### config.mk
export PLATFORM = sky130hd
export DESIGN_NAME = iiitb_fifo_reader
export DESIGN_NICKNAME = d
export VERILOG_FILES = /design/src/rtl/iiitb_fifo_reader_pkg.sv /design/src/rtl/iiitb_fifo_reader.sv
export SDC_FILE = /design/constraint.sdc
export NUM_CORES = 1
export LEC_CHECK = 0
export CAP_MARGIN = 20
export CORE_AREA = 2 2 58 60
export CTS_BUF_LIST = sky130_fd_sc_hd__clkbuf_2 sky130_fd_sc_hd__clkbuf_4 sky130_fd_sc_hd__clkbuf_8
export CTS_CLUSTER_SIZE = 14
export DETAILED_ROUTE_END_ITERATION = 7
export DIE_AREA = 0 0 60 62
export PLACE_DENSITY = 0.82
export SYNTH_ARGS = -nofsm -noshare
export SYNTH_HDL_FRONTEND = slang
export SYNTH_SLANG_ARGS = --single-unit
export TNS_END_PERCENT = 10
### constraint.sdc
create_clock -name clock -period 3.7 [get_ports clock]
set_input_delay 0.74 -clock clock [delete_from_list [all_inputs] [get_ports clock]]
set_output_delay 0.74 -clock clock [all_outputs]
set_load 0.01 [all_outputs]
### src/rtl/iiitb_fifo_reader_pkg.sv
// Shared definitions for the iiitb_fifo read-side drain engine: default byte
// width and the FSM state encoding (also reused by FIFO-level benches).
package iiitb_fifo_reader_pkg;

    localparam int DATA_W_DEF = 8;

    typedef enum logic [1:0] {
        IDLE      = 2'd0,
        POP       = 2'd1,
        WAIT_DATA = 2'd2,
        PRESENT   = 2'd3
    } state_e;

endpackage

### src/rtl/iiitb_fifo_reader.sv
// Read-side drain engine: pops bytes from iiitb_fifo one at a time and
// presents them on a valid/ready stream framed into BURST_LEN-byte bursts.
// Every output is either a flop or a decode of the state register, so the
// consumer never sees a combinational path from any input.
module iiitb_fifo_reader
    import iiitb_fifo_reader_pkg::*;
#(
    parameter int DATA_W    = DATA_W_DEF,
    parameter int BURST_LEN = 4,
    parameter int COUNT_W   = 16
) (
    input  logic               clock,
    input  logic               reset,
    input  logic               enable,
    input  logic               fifo_Empty,
    input  logic [DATA_W-1:0]  fifo_Data,
    output logic               fifo_Read_Enable,
    output logic [DATA_W-1:0]  out_Data,
    output logic               out_Valid,
    input  logic               out_Ready,
    output logic               out_Last,
    output logic [COUNT_W-1:0] bytes_Read,
    output logic               busy
);

    // Burst index is 8 bits wide because BURST_LEN tops out at 255.
    localparam logic [7:0] LAST_IDX = 8'(BURST_LEN - 1);

    state_e               state_q, state_d;
    logic [DATA_W-1:0]    data_q, data_d;
    logic                 last_q, last_d;
    logic [COUNT_W-1:0]   bytes_q, bytes_d;
    logic [7:0]           idx_q, idx_d;
    logic                 can_pop;

    // Next-state and datapath updates; the FIFO is only popped from POP, and
    // POP is only entered from a cycle that saw the FIFO non-empty.
    always_comb begin
        state_d = state_q;
        data_d  = data_q;
        last_d  = last_q;
        bytes_d = bytes_q;
        idx_d   = idx_q;
        can_pop = enable && !fifo_Empty;
        case (state_q)
            IDLE: begin
                if (can_pop) state_d = POP;
            end
            POP: begin
                state_d = WAIT_DATA;
            end
            WAIT_DATA: begin
                // FIFO output settled one edge after read_Enable; grab it now.
                data_d  = fifo_Data;
                last_d  = (idx_q == LAST_IDX);
                state_d = PRESENT;
            end
            PRESENT: begin
                if (out_Ready) begin
                    bytes_d = bytes_q + COUNT_W'(1);
                    idx_d   = (idx_q == LAST_IDX) ? 8'd0 : idx_q + 8'd1;
                    state_d = can_pop ? POP : IDLE;
                end
            end
            default: state_d = IDLE;
        endcase
    end

    // State and datapath registers; reset discards any byte in flight.
    always_ff @(posedge clock) begin
        if (reset) begin
            state_q <= IDLE;
            data_q  <= '0;
            last_q  <= 1'b0;
            bytes_q <= '0;
            idx_q   <= 8'd0;
        end else begin
            state_q <= state_d;
            data_q  <= data_d;
            last_q  <= last_d;
            bytes_q <= bytes_d;
            idx_q   <= idx_d;
        end
    end

    assign fifo_Read_Enable = (state_q == POP);
    assign out_Valid        = (state_q == PRESENT);
    assign busy             = (state_q != IDLE);
    assign out_Data         = data_q;
    assign out_Last         = last_q;
    assign bytes_Read       = bytes_q;

endmodule

Word-level counts from Yosys, hierarchy flattened
Index checks and enable logic that the tools add are counted.
{ "totals": {"output_inout_bits": 28, "inputBits": 13, "regBits": 35, "elab_cells": 24} }
{ "classes": {"eq_ne": 6, "add_sub_neg": 2, "n_reduce_logical": 6, "mux": 5} }
{ "op_table": {"columns": ["cell", "count"], "rows": [
  ["16-bit by 1-bit adder with 16-bit output, second input constant", 1],
  ["8-bit by 1-bit adder with 8-bit output, second input constant", 1],
  ["8-bit by 2-bit equality test with 1-bit output, second input constant", 1],
  ["8-bit 2-to-1 mux", 1],
  ["2-bit one-hot mux with 4 select lines", 1],
  ["2-bit equality test, second input constant", 2],
  ["2-bit 2-to-1 mux", 2],
  ["2-bit AND reduction", 2],
  ["2-bit by 1-bit equality test with 1-bit output, second input constant", 1],
  ["2-bit zero test", 1],
  ["2-bit by 1-bit inequality test with 1-bit output, second input constant", 1],
  ["2-bit inequality test, second input constant", 1],
  ["2-bit nonzero test", 1],
  ["1-bit logical AND", 1],
  ["1-bit zero test", 1],
  ["1-bit 2-to-1 mux", 1]
]} }

Longest topological paths before layout
Gate-level depths: netlist of run 1.
{ "logic_depth": {"word_depth": 5, "mapped_depth": 6, "depth_no_buf": 5} }

Worst setup path before layout of run 1
OpenSTA, ideal clock, no wires.
{ "synth_path": {"path_kind": "in2reg", "startpoint": "in out_Ready", "endpoint": "reg bytes_q[15], in the netlist bytes_Read[15]", "cell_stages": 4, "path_buffers": 0, "t_required_ns": 3.630, "setup_slack_ns": 2.064, "arrival_time_ns": 1.565, "path_cell_list": "and4_4 nand4_4 or3_1 a21oi_1"} }
{ "synth_between": {"elab_chain_cells": 1} }
{ "synth_rtl": {"columns": ["item", "line_no", "source"], "rows": [
  ["start: declaration", "iiitb_fifo_reader.sv:20", "input logic out_Ready,"],
  ["2-bit AND reduction (no line)", null, null],
  ["end signal: assignment", "iiitb_fifo_reader.sv:81", "bytes_q <= bytes_d;"],
  ["end: declaration", "iiitb_fifo_reader.sv:32", "logic [COUNT_W-1:0] bytes_q, bytes_d;"]
]} }
Every way passes these cells.
A chain may end at the register's enable or synchronous reset.

Worst setup path after layout of run 1
{ "layout_path": {"startpoint": "reg state_q[1]", "endpoint": "out out_Valid"} }
{ "layout_between": {"elab_chain_cells": 1} }
{ "layout_rtl": {"columns": ["item", "line_no", "source"], "rows": [
  ["start: declaration", "iiitb_fifo_reader.sv:29", "state_e state_q, state_d;"],
  ["start signal: assignment", "iiitb_fifo_reader.sv:78", "state_q <= state_d;"],
  ["2-bit equality test", "iiitb_fifo_reader.sv:87", "assign out_Valid = (state_q == PRESENT);"],
  ["end: declaration", "iiitb_fifo_reader.sv:19", "output logic out_Valid,"]
]} }
Every way passes these cells.

==> run_summary.xml, run 1 <==
<?xml version="1.0" encoding="UTF-8"?>
<metrics>
  <group name="floorplanning">
    <metric name="die_y_extent" unit="um">62</metric>
    <metric name="core.rowCount" unit="">21</metric>
    <metric name="floorplan.die_area" unit="um2">3720</metric>
    <metric name="floorplan.core_area" unit="um2">3179</metric>
    <metric name="ioPinCount" unit="">41</metric>
    <metric name="die_width" unit="um">60</metric>
    <metric name="initial_cell_density_of_the_core" unit="%">49.63</metric>
  </group>
  <group name="sta">
    <metric name="setup-violations-final" unit="">0</metric>
    <metric name="finalSetupTns" unit="ps">0</metric>
    <metric name="max_freq" unit="GHz">0.4116</metric>
    <metric name="skew" unit="ps">9.467</metric>
    <metric name="post-route-period-util" unit="%">65.66</metric>
    <metric name="setup_repair_after_global_routing_missed_its_margin" unit="">no</metric>
    <metric name="slew_viol_final" unit="">0</metric>
    <metric name="timing.final.crit_period" unit="ps">2429</metric>
    <metric name="tightest_slew" unit="ps">929.9</metric>
    <metric name="timing_hold_violations_final" unit="">0</metric>
    <metric name="timing.max_slew.rel_slack" unit="%">37.82</metric>
  </group>
  <group name="synthesis">
    <metric name="yosysMostFrequentCell" unit="">dfxtp_1</metric>
    <metric name="post_synthesis_instance_area" unit="um2">1578</metric>
    <metric name="number_of_enable_flip_flop_cells_after_synthesis" unit="">0</metric>
    <metric name="post_synth.cell_area_avg" unit="um2">9.336</metric>
    <metric name="synth_area_in_xor_xnor" unit="%">10.55</metric>
    <metric name="synth_cell_type_count" unit="">33</metric>
    <metric name="synth_common_cells" unit="">dfxtp_1 (35), nor2_1 (29), xor2_1 (14)</metric>
    <metric name="post_synth_fa_ha_maj_area_fraction" unit="%">5.551</metric>
    <metric name="synthesis.nets" unit="">189</metric>
    <metric name="synth.ff_latch_count" unit="">35</metric>
    <metric name="yosysSeqAreaShare" unit="%">44.41</metric>
    <metric name="yosys-top-cells-area" unit="">dfxtp_1 (44%), xor2_1 (7.8%), nor2_1 (6.9%), mux2i_1 (6.3%), ha_1 (5.6%)</metric>
    <metric name="ys.warnings.count" unit="">0</metric>
    <metric name="prevailing_post_synth_register_cell" unit="">dfxtp_1</metric>
    <metric name="yosys.area.top_type" unit="">dfxtp_1</metric>
    <metric name="postSynthCellCount" unit="">169</metric>
    <metric name="yosysTopAreaCellShare" unit="%">44.41</metric>
    <metric name="synth_async_reset_ratio" unit="%">0</metric>
    <metric name="dominant_combinational_cell_family_by_area_after_synthesis" unit="">simple AND/OR/NAND/NOR gates</metric>
    <metric name="synth_compound_gate_area_share" unit="%">4.520</metric>
    <metric name="post_synth_and_or_nand_nor_area_fraction" unit="%">25.93</metric>
    <metric name="synthMuxAreaShare" unit="%">6.344</metric>
  </group>
  <group name="cells_and_area">
    <metric name="fin_util" unit="%">65.45</metric>
    <metric name="finish.net_count" unit="">230</metric>
    <metric name="post_route_cells_drive_above_1_share" unit="%">6.635</metric>
    <metric name="multi_input_comb_area" unit="um2">834.6</metric>
    <metric name="antenna-diode-count" unit="">0</metric>
    <metric name="layout_area_growth_over_synthesis" unit="%">31.88</metric>
    <metric name="fillCellCount" unit="">265</metric>
    <metric name="flip_flop_and_latch_area" unit="um2">700.7</metric>
  </group>
  <group name="grt">
    <metric name="grt_pass1_wl" unit="mm">5.078</metric>
    <metric name="globalRouteOverflowTotal" unit="">0</metric>
    <metric name="grt_start_max_net_pins" unit="">29</metric>
    <metric name="grt_usage" unit="%">18.40</metric>
    <metric name="antenna_violations_before_repair" unit="">0</metric>
    <metric name="number_of_global_route_vias_before_repair" unit="">1217</metric>
  </group>
  <group name="detailed_routing">
    <metric name="drt_first_pass_iters" unit="">4</metric>
    <metric name="post_detailed_route_via_to_cell_ratio" unit="">5.198</metric>
    <metric name="wl_per_cell" unit="um">12.82</metric>
    <metric name="num_vias" unit="">1336</metric>
    <metric name="detail_route.drc_violations" unit="">0</metric>
    <metric name="detail_route.iter0.violations" unit="">53</metric>
    <metric name="count_of_nets_left_with_antenna_violations_after_detail_routing" unit="">0</metric>
    <metric name="drt-total-wl" unit="mm">3.296</metric>
  </group>
  <group name="pwr">
    <metric name="leakage_power_total" unit="nW">0.7541</metric>
    <metric name="power_density" unit="nW/um2">432.9</metric>
    <metric name="worst_ir_drop_vdd" unit="uV">294.8</metric>
  </group>
  <group name="critical_path">
    <metric name="startpoint_type" unit="">flip-flop</metric>
    <metric name="ff2ff_setup_slack" unit="ps">1890</metric>
    <metric name="worstPathArrival" unit="ps">1690</metric>
    <metric name="crit_end_element" unit="">output port</metric>
    <metric name="worstPathMaxFanout" unit="">9</metric>
    <metric name="reg2reg_from" unit="">state_q[1]$_SDFFE_PP0P_</metric>
    <metric name="timing_worst_setup_path_type" unit="">reg -&gt; out</metric>
    <metric name="worstRegToRegCells" unit="">5</metric>
    <metric name="crit_required" unit="ps">2960</metric>
    <metric name="timing.rr.end" unit="">bytes_Read[11]$_SDFFE_PP0P_</metric>
  </group>
  <group name="placed_design">
    <metric name="buffer_ports.inserted" unit="">40</metric>
    <metric name="dp_hpwl" unit="mm">2.419</metric>
    <metric name="finalWeightedCongestion" unit="">0.8420</metric>
  </group>
  <group name="cts">
    <metric name="clock_sink_count" unit="">35</metric>
    <metric name="clock_tree.htree_level_count" unit="">2</metric>
    <metric name="worst_setup_hold_path_clk_slew" unit="ps">100</metric>
    <metric name="numCtsBuffers" unit="">5</metric>
    <metric name="max-clock-path-buffers" unit="">2</metric>
    <metric name="clk-insertion-delay-late" unit="ps">340</metric>
    <metric name="cts_repair_resize_count" unit="">0</metric>
    <metric name="clock_tree_from_tritoncts" unit="">done</metric>
    <metric name="cts_hold_buf" unit="">0</metric>
    <metric name="clock_tree.root_cell" unit="">clkbuf_4</metric>
    <metric name="post_cts_setup_buffer_count" unit="">0</metric>
  </group>
  <group name="hold_path">
    <metric name="timing.hold.worst_path_depth" unit="">2</metric>
    <metric name="worst_hold_startpoint" unit="">out_Data[1]$_SDFFE_PP0N_</metric>
    <metric name="hold-path-endpoint" unit="">out_Data[1]$_SDFFE_PP0N_</metric>
    <metric name="hold_class" unit="">reg -&gt; reg</metric>
  </group>
  <group name="status">
    <metric name="run_status" unit="">complete, no violations</metric>
  </group>
  <group name="flow_run">
    <metric name="max_cap_violations" unit="">0</metric>
  </group>
</metrics>
## routing by layer
layer	vias up	part of all wire, %	track usage (%)
li1	673	-	-
met1	608	43	19.72
met2	48	48	33.07
met3	7	6.2	3.727
met4	0	2.4	11.75
met5	-	0	0
## cell usage in the layout, fill, tap and decap left out, drive strengths merged, types with 2 or more instances in the layout
cell type / Yosys / routed
and4: 5 / 5
clkbuf: 2 / 8
xnor2: 5 / 5
a21oi: 6 / 6
clkdlybuf4s50: 0 / 40
dfxtp: 35 / 35
inv: 4 / 4
nand4: 12 / 12
o21ai: 3 / 3
xor2: 14 / 14
nand2: 13 / 13
mux2i: 10 / 10
ha: 7 / 7
nor2: 29 / 29
nand3: 5 / 5
nor4: 3 / 3
or3: 2 / 2
## metrics by stage
step	hold WS (ps)	power, mW	area, um2	setup WS, ps	std cells
2_1_floorplan	472.0	0.5686	1578	2064	169
3_3_place_gp	472.9	0.6559	2008	1394	249
3_5_place_dp	489.2	0.6712	2008	1320	249
4_1_cts	513.5	0.9119	2081	1261	257
5_1_grt	535.6	0.9495	2081	1190	257
6_report	505.9	0.9008	2081	1271	257
## power by group
group | switching (mW) | internal (mW)
sequential | 0.0195 | 0.404
clock | 0.121 | 0.119
combinational | 0.112 | 0.125
## flip-flops by register name (all words and copies together) (netlist names)
register,flops
idx_q,8
out_Last,1
out_Data,8
bytes_Read,16
state_q,2
## cell families after synthesis
group | after synthesis
mux | 10
buf+inv | 10
compound gates | 12
flops | 35
fa+ha+maj | 7
xor+xnor | 19
simple gates | 76
## cell type report
class	count	share of cell area, %
multi-input cells	124	40.11
flip-flops and latches	35	33.67
repair buffers	40	19.24
clock buffers	8	3.488
well taps	46	2.766
inverters	4	0.7216
## worst max-delay path, cell delays in order (launching register included)
cell,delay [ps]
dfxtp_1,410
ha_1,350
clkdlybuf4s50_1,600
## how the worst max path moves through the flow
stage                     slack (ps)  depth (start not counted)               startpoint                          end
after floorplan                 2060                          4                out_Ready  bytes_Read[15]$_SDFFE_PP0P_
after global placement          1390                          5                out_Ready  bytes_Read[15]$_SDFFE_PP0P_
after detailed placement        1320                          5                out_Ready  bytes_Read[11]$_SDFFE_PP0P_
after CTS                       1260                          2  state_q[1]$_SDFFE_PP0P_                    out_Valid
after global routing            1190                          2  state_q[1]$_SDFFE_PP0P_                    out_Valid
final                           1270                          2  state_q[1]$_SDFFE_PP0P_                    out_Valid
No activity file was read; power rests on OpenSTA's default activity.
==> inputs of run 2 (changes only) <==
- CORE_AREA: 2 2 58 60 -> 2 2 60 62
- DIE_AREA: 0 0 60 62 -> 0 0 62 64
- PLACE_DENSITY: 0.82 -> 0.77
- clock period: 3.7 -> 2.4 ns (I/O delays scaled with it)
==> run 2 against run 1 <==
Net effect: count of clock-buffer cells in the layout stayed put; combinational power up 57%; via count shrank 0.37%; non-clock buffer count is 1 higher; first-iteration DRC count fell by 28%; die area is 6.7% higher; clock skew shrank 1.7 ps; final cell count increased by 0.39%; flip-flop and latch count unchanged; global-route usage rose by 0.66 points; critical path type unchanged; critical endpoint unchanged; largest cell class unchanged.
==> run_summary.xml, run 2 (synthesis results as in run 1) <==
<?xml version="1.0" encoding="UTF-8"?>
<metrics>
  <group name="status">
    <metric name="run_status" unit="">complete, no violations</metric>
  </group>
  <group name="grt">
    <metric name="grt_start_max_net_pins" unit="">17</metric>
    <metric name="number_of_global_route_vias_before_repair" unit="">1334</metric>
    <metric name="grt_pass1_wl" unit="mm">5.671</metric>
    <metric name="antenna_violations_before_repair" unit="">0</metric>
    <metric name="globalRouteOverflowTotal" unit="">0</metric>
    <metric name="grt_usage" unit="%">19.06</metric>
  </group>
  <group name="sta">
    <metric name="final.hold.worst_slack" unit="ps">510.4</metric>
    <metric name="timing_hold_violations_final" unit="">0</metric>
    <metric name="timing.max_slew.rel_slack" unit="%">62.63</metric>
    <metric name="setup-violations-final" unit="">0</metric>
    <metric name="tightest_slew" unit="ps">560.6</metric>
    <metric name="post-route-period-util" unit="%">90.27</metric>
    <metric name="max_freq" unit="GHz">0.4616</metric>
    <metric name="setup_repair_after_global_routing_missed_its_margin" unit="">no</metric>
    <metric name="skew" unit="ps">7.720</metric>
    <metric name="timing.final.crit_period" unit="ps">2166</metric>
    <metric name="finalSetupTns" unit="ps">0</metric>
    <metric name="slew_viol_final" unit="">0</metric>
  </group>
  <group name="cells_and_area">
    <metric name="fillCellCount" unit="">280</metric>
    <metric name="final_common_cell" unit="">clkdlybuf4s50_1</metric>
    <metric name="max_reg_flops" unit="">16</metric>
    <metric name="antenna-diode-count" unit="">0</metric>
    <metric name="finish.net_count" unit="">231</metric>
    <metric name="most-common-layout-cells" unit="">clkdlybuf4s50_1 (40), dfxtp_1 (35), nor2_1 (29)</metric>
    <metric name="post_route_cells_drive_above_1_share" unit="%">7.075</metric>
    <metric name="layout_area_growth_over_synthesis" unit="%">32.36</metric>
    <metric name="fin_util" unit="%">63.58</metric>
  </group>
  <group name="floorplanning">
    <metric name="floorplan.core_area" unit="um2">3284</metric>
    <metric name="floorplan.die_area" unit="um2">3968</metric>
    <metric name="die_width" unit="um">62</metric>
    <metric name="initial_cell_density_of_the_core" unit="%">48.04</metric>
    <metric name="die_y_extent" unit="um">64</metric>
    <metric name="core.rowCount" unit="">21</metric>
    <metric name="ioPinCount" unit="">41</metric>
  </group>
  <group name="critical_path">
    <metric name="startpoint_type" unit="">flip-flop</metric>
    <metric name="crit_required" unit="ps">1920</metric>
    <metric name="crit_end_element" unit="">output port</metric>
    <metric name="worstPathMaxFanout" unit="">9</metric>
    <metric name="worstPathArrival" unit="ps">1690</metric>
    <metric name="ff2ff_setup_slack" unit="ps">610</metric>
    <metric name="timing_worst_setup_path_type" unit="">reg -&gt; out</metric>
  </group>
  <group name="detailed_routing">
    <metric name="count_of_nets_left_with_antenna_violations_after_detail_routing" unit="">0</metric>
    <metric name="num_vias" unit="">1331</metric>
    <metric name="detail_route.drc_violations" unit="">0</metric>
    <metric name="drt-total-wl" unit="mm">3.457</metric>
    <metric name="detail_route.iter0.violations" unit="">38</metric>
    <metric name="wl_per_cell" unit="um">13.40</metric>
    <metric name="drt_first_pass_iters" unit="">4</metric>
    <metric name="post_detailed_route_via_to_cell_ratio" unit="">5.159</metric>
  </group>
  <group name="cts">
    <metric name="clock_tree.root_cell" unit="">clkbuf_4</metric>
    <metric name="worst_setup_hold_path_clk_slew" unit="ps">100</metric>
    <metric name="numCtsBuffers" unit="">5</metric>
    <metric name="clock_tree_from_tritoncts" unit="">done</metric>
    <metric name="clk-insertion-delay-late" unit="ps">340</metric>
    <metric name="post_cts_setup_buffer_count" unit="">0</metric>
    <metric name="cts_hold_buf" unit="">0</metric>
    <metric name="max-clock-path-buffers" unit="">2</metric>
    <metric name="cts_repair_resize_count" unit="">0</metric>
    <metric name="clock_tree.htree_level_count" unit="">2</metric>
    <metric name="clock_sink_count" unit="">35</metric>
  </group>
  <group name="pwr">
    <metric name="leakage_power_total" unit="nW">0.7589</metric>
    <metric name="power_density" unit="nW/um2">669.0</metric>
    <metric name="totalPowerFinal" unit="mW">1.397</metric>
    <metric name="worst_ir_drop_vdd" unit="uV">471.1</metric>
  </group>
  <group name="hold_path">
    <metric name="hold_class" unit="">reg -&gt; reg</metric>
  </group>
  <group name="placed_design">
    <metric name="buffer_ports.inserted" unit="">40</metric>
    <metric name="dp_hpwl" unit="mm">2.617</metric>
    <metric name="finalWeightedCongestion" unit="">0.7908</metric>
  </group>
  <group name="flow_run">
    <metric name="max_cap_violations" unit="">0</metric>
  </group>
</metrics>
run 2: power breakdown:
part | switching (mW) | total (mW) | internal [mW]
Clock | 0.186 | 0.370 | 0.184
Sequential | 0.0309 | 0.654 | 0.623
Combinational | 0.178 | 0.373 | 0.195
Total | 0.395 | 1.40 | 1.00
run 2: path summary, 6_finish.rpt:
check,start,end,cells after the start
worst min-delay path,out_Data[2]$_SDFFE_PP0N_,out_Data[2]$_SDFFE_PP0N_,2
worst min register to register,out_Data[2]$_SDFFE_PP0N_,out_Data[2]$_SDFFE_PP0N_,2
worst max-delay path,state_q[1]$_SDFFE_PP0P_,out_Valid,2
worst max register to register,idx_q[0]$_SDFFE_PP0P_,idx_q[6]$_SDFFE_PP0P_,5
run 2: cell type report:
cell class	count	area [um2]	share of cell area, %
Clock buffer	8	72.57	3.475
Inverter	4	15.01	0.7190
Multi-Input combinational cell	124	834.6	39.96
Sequential cell	35	700.7	33.55
Tap cell	46	57.56	2.756
Timing Repair Buffer	41	407.9	19.53
run 2: per-layer routing:
metal	global-route usage, %	vias up	routed length, um
li1	-	670	-
met1	21.11	627	1457
met2	33.07	29	1797
met3	3.846	5	141
met4	9.309	0	61
met5	0	-	0
run 2: critical path, cell delays in order (launching register included):
cell	delay, ps
dfxtp_1	400
ha_1	360
clkdlybuf4s50_1	600
run 2: per-stage QoR:
step	cell area, um2	std cells	worst slack, ps
finish	2088	258	233.6
global route	2088	258	139.1
CTS	2088	258	222.4
detailed placement	2016	250	272.5
global placement	2016	250	377.7
floorplan	1578	169	786.1
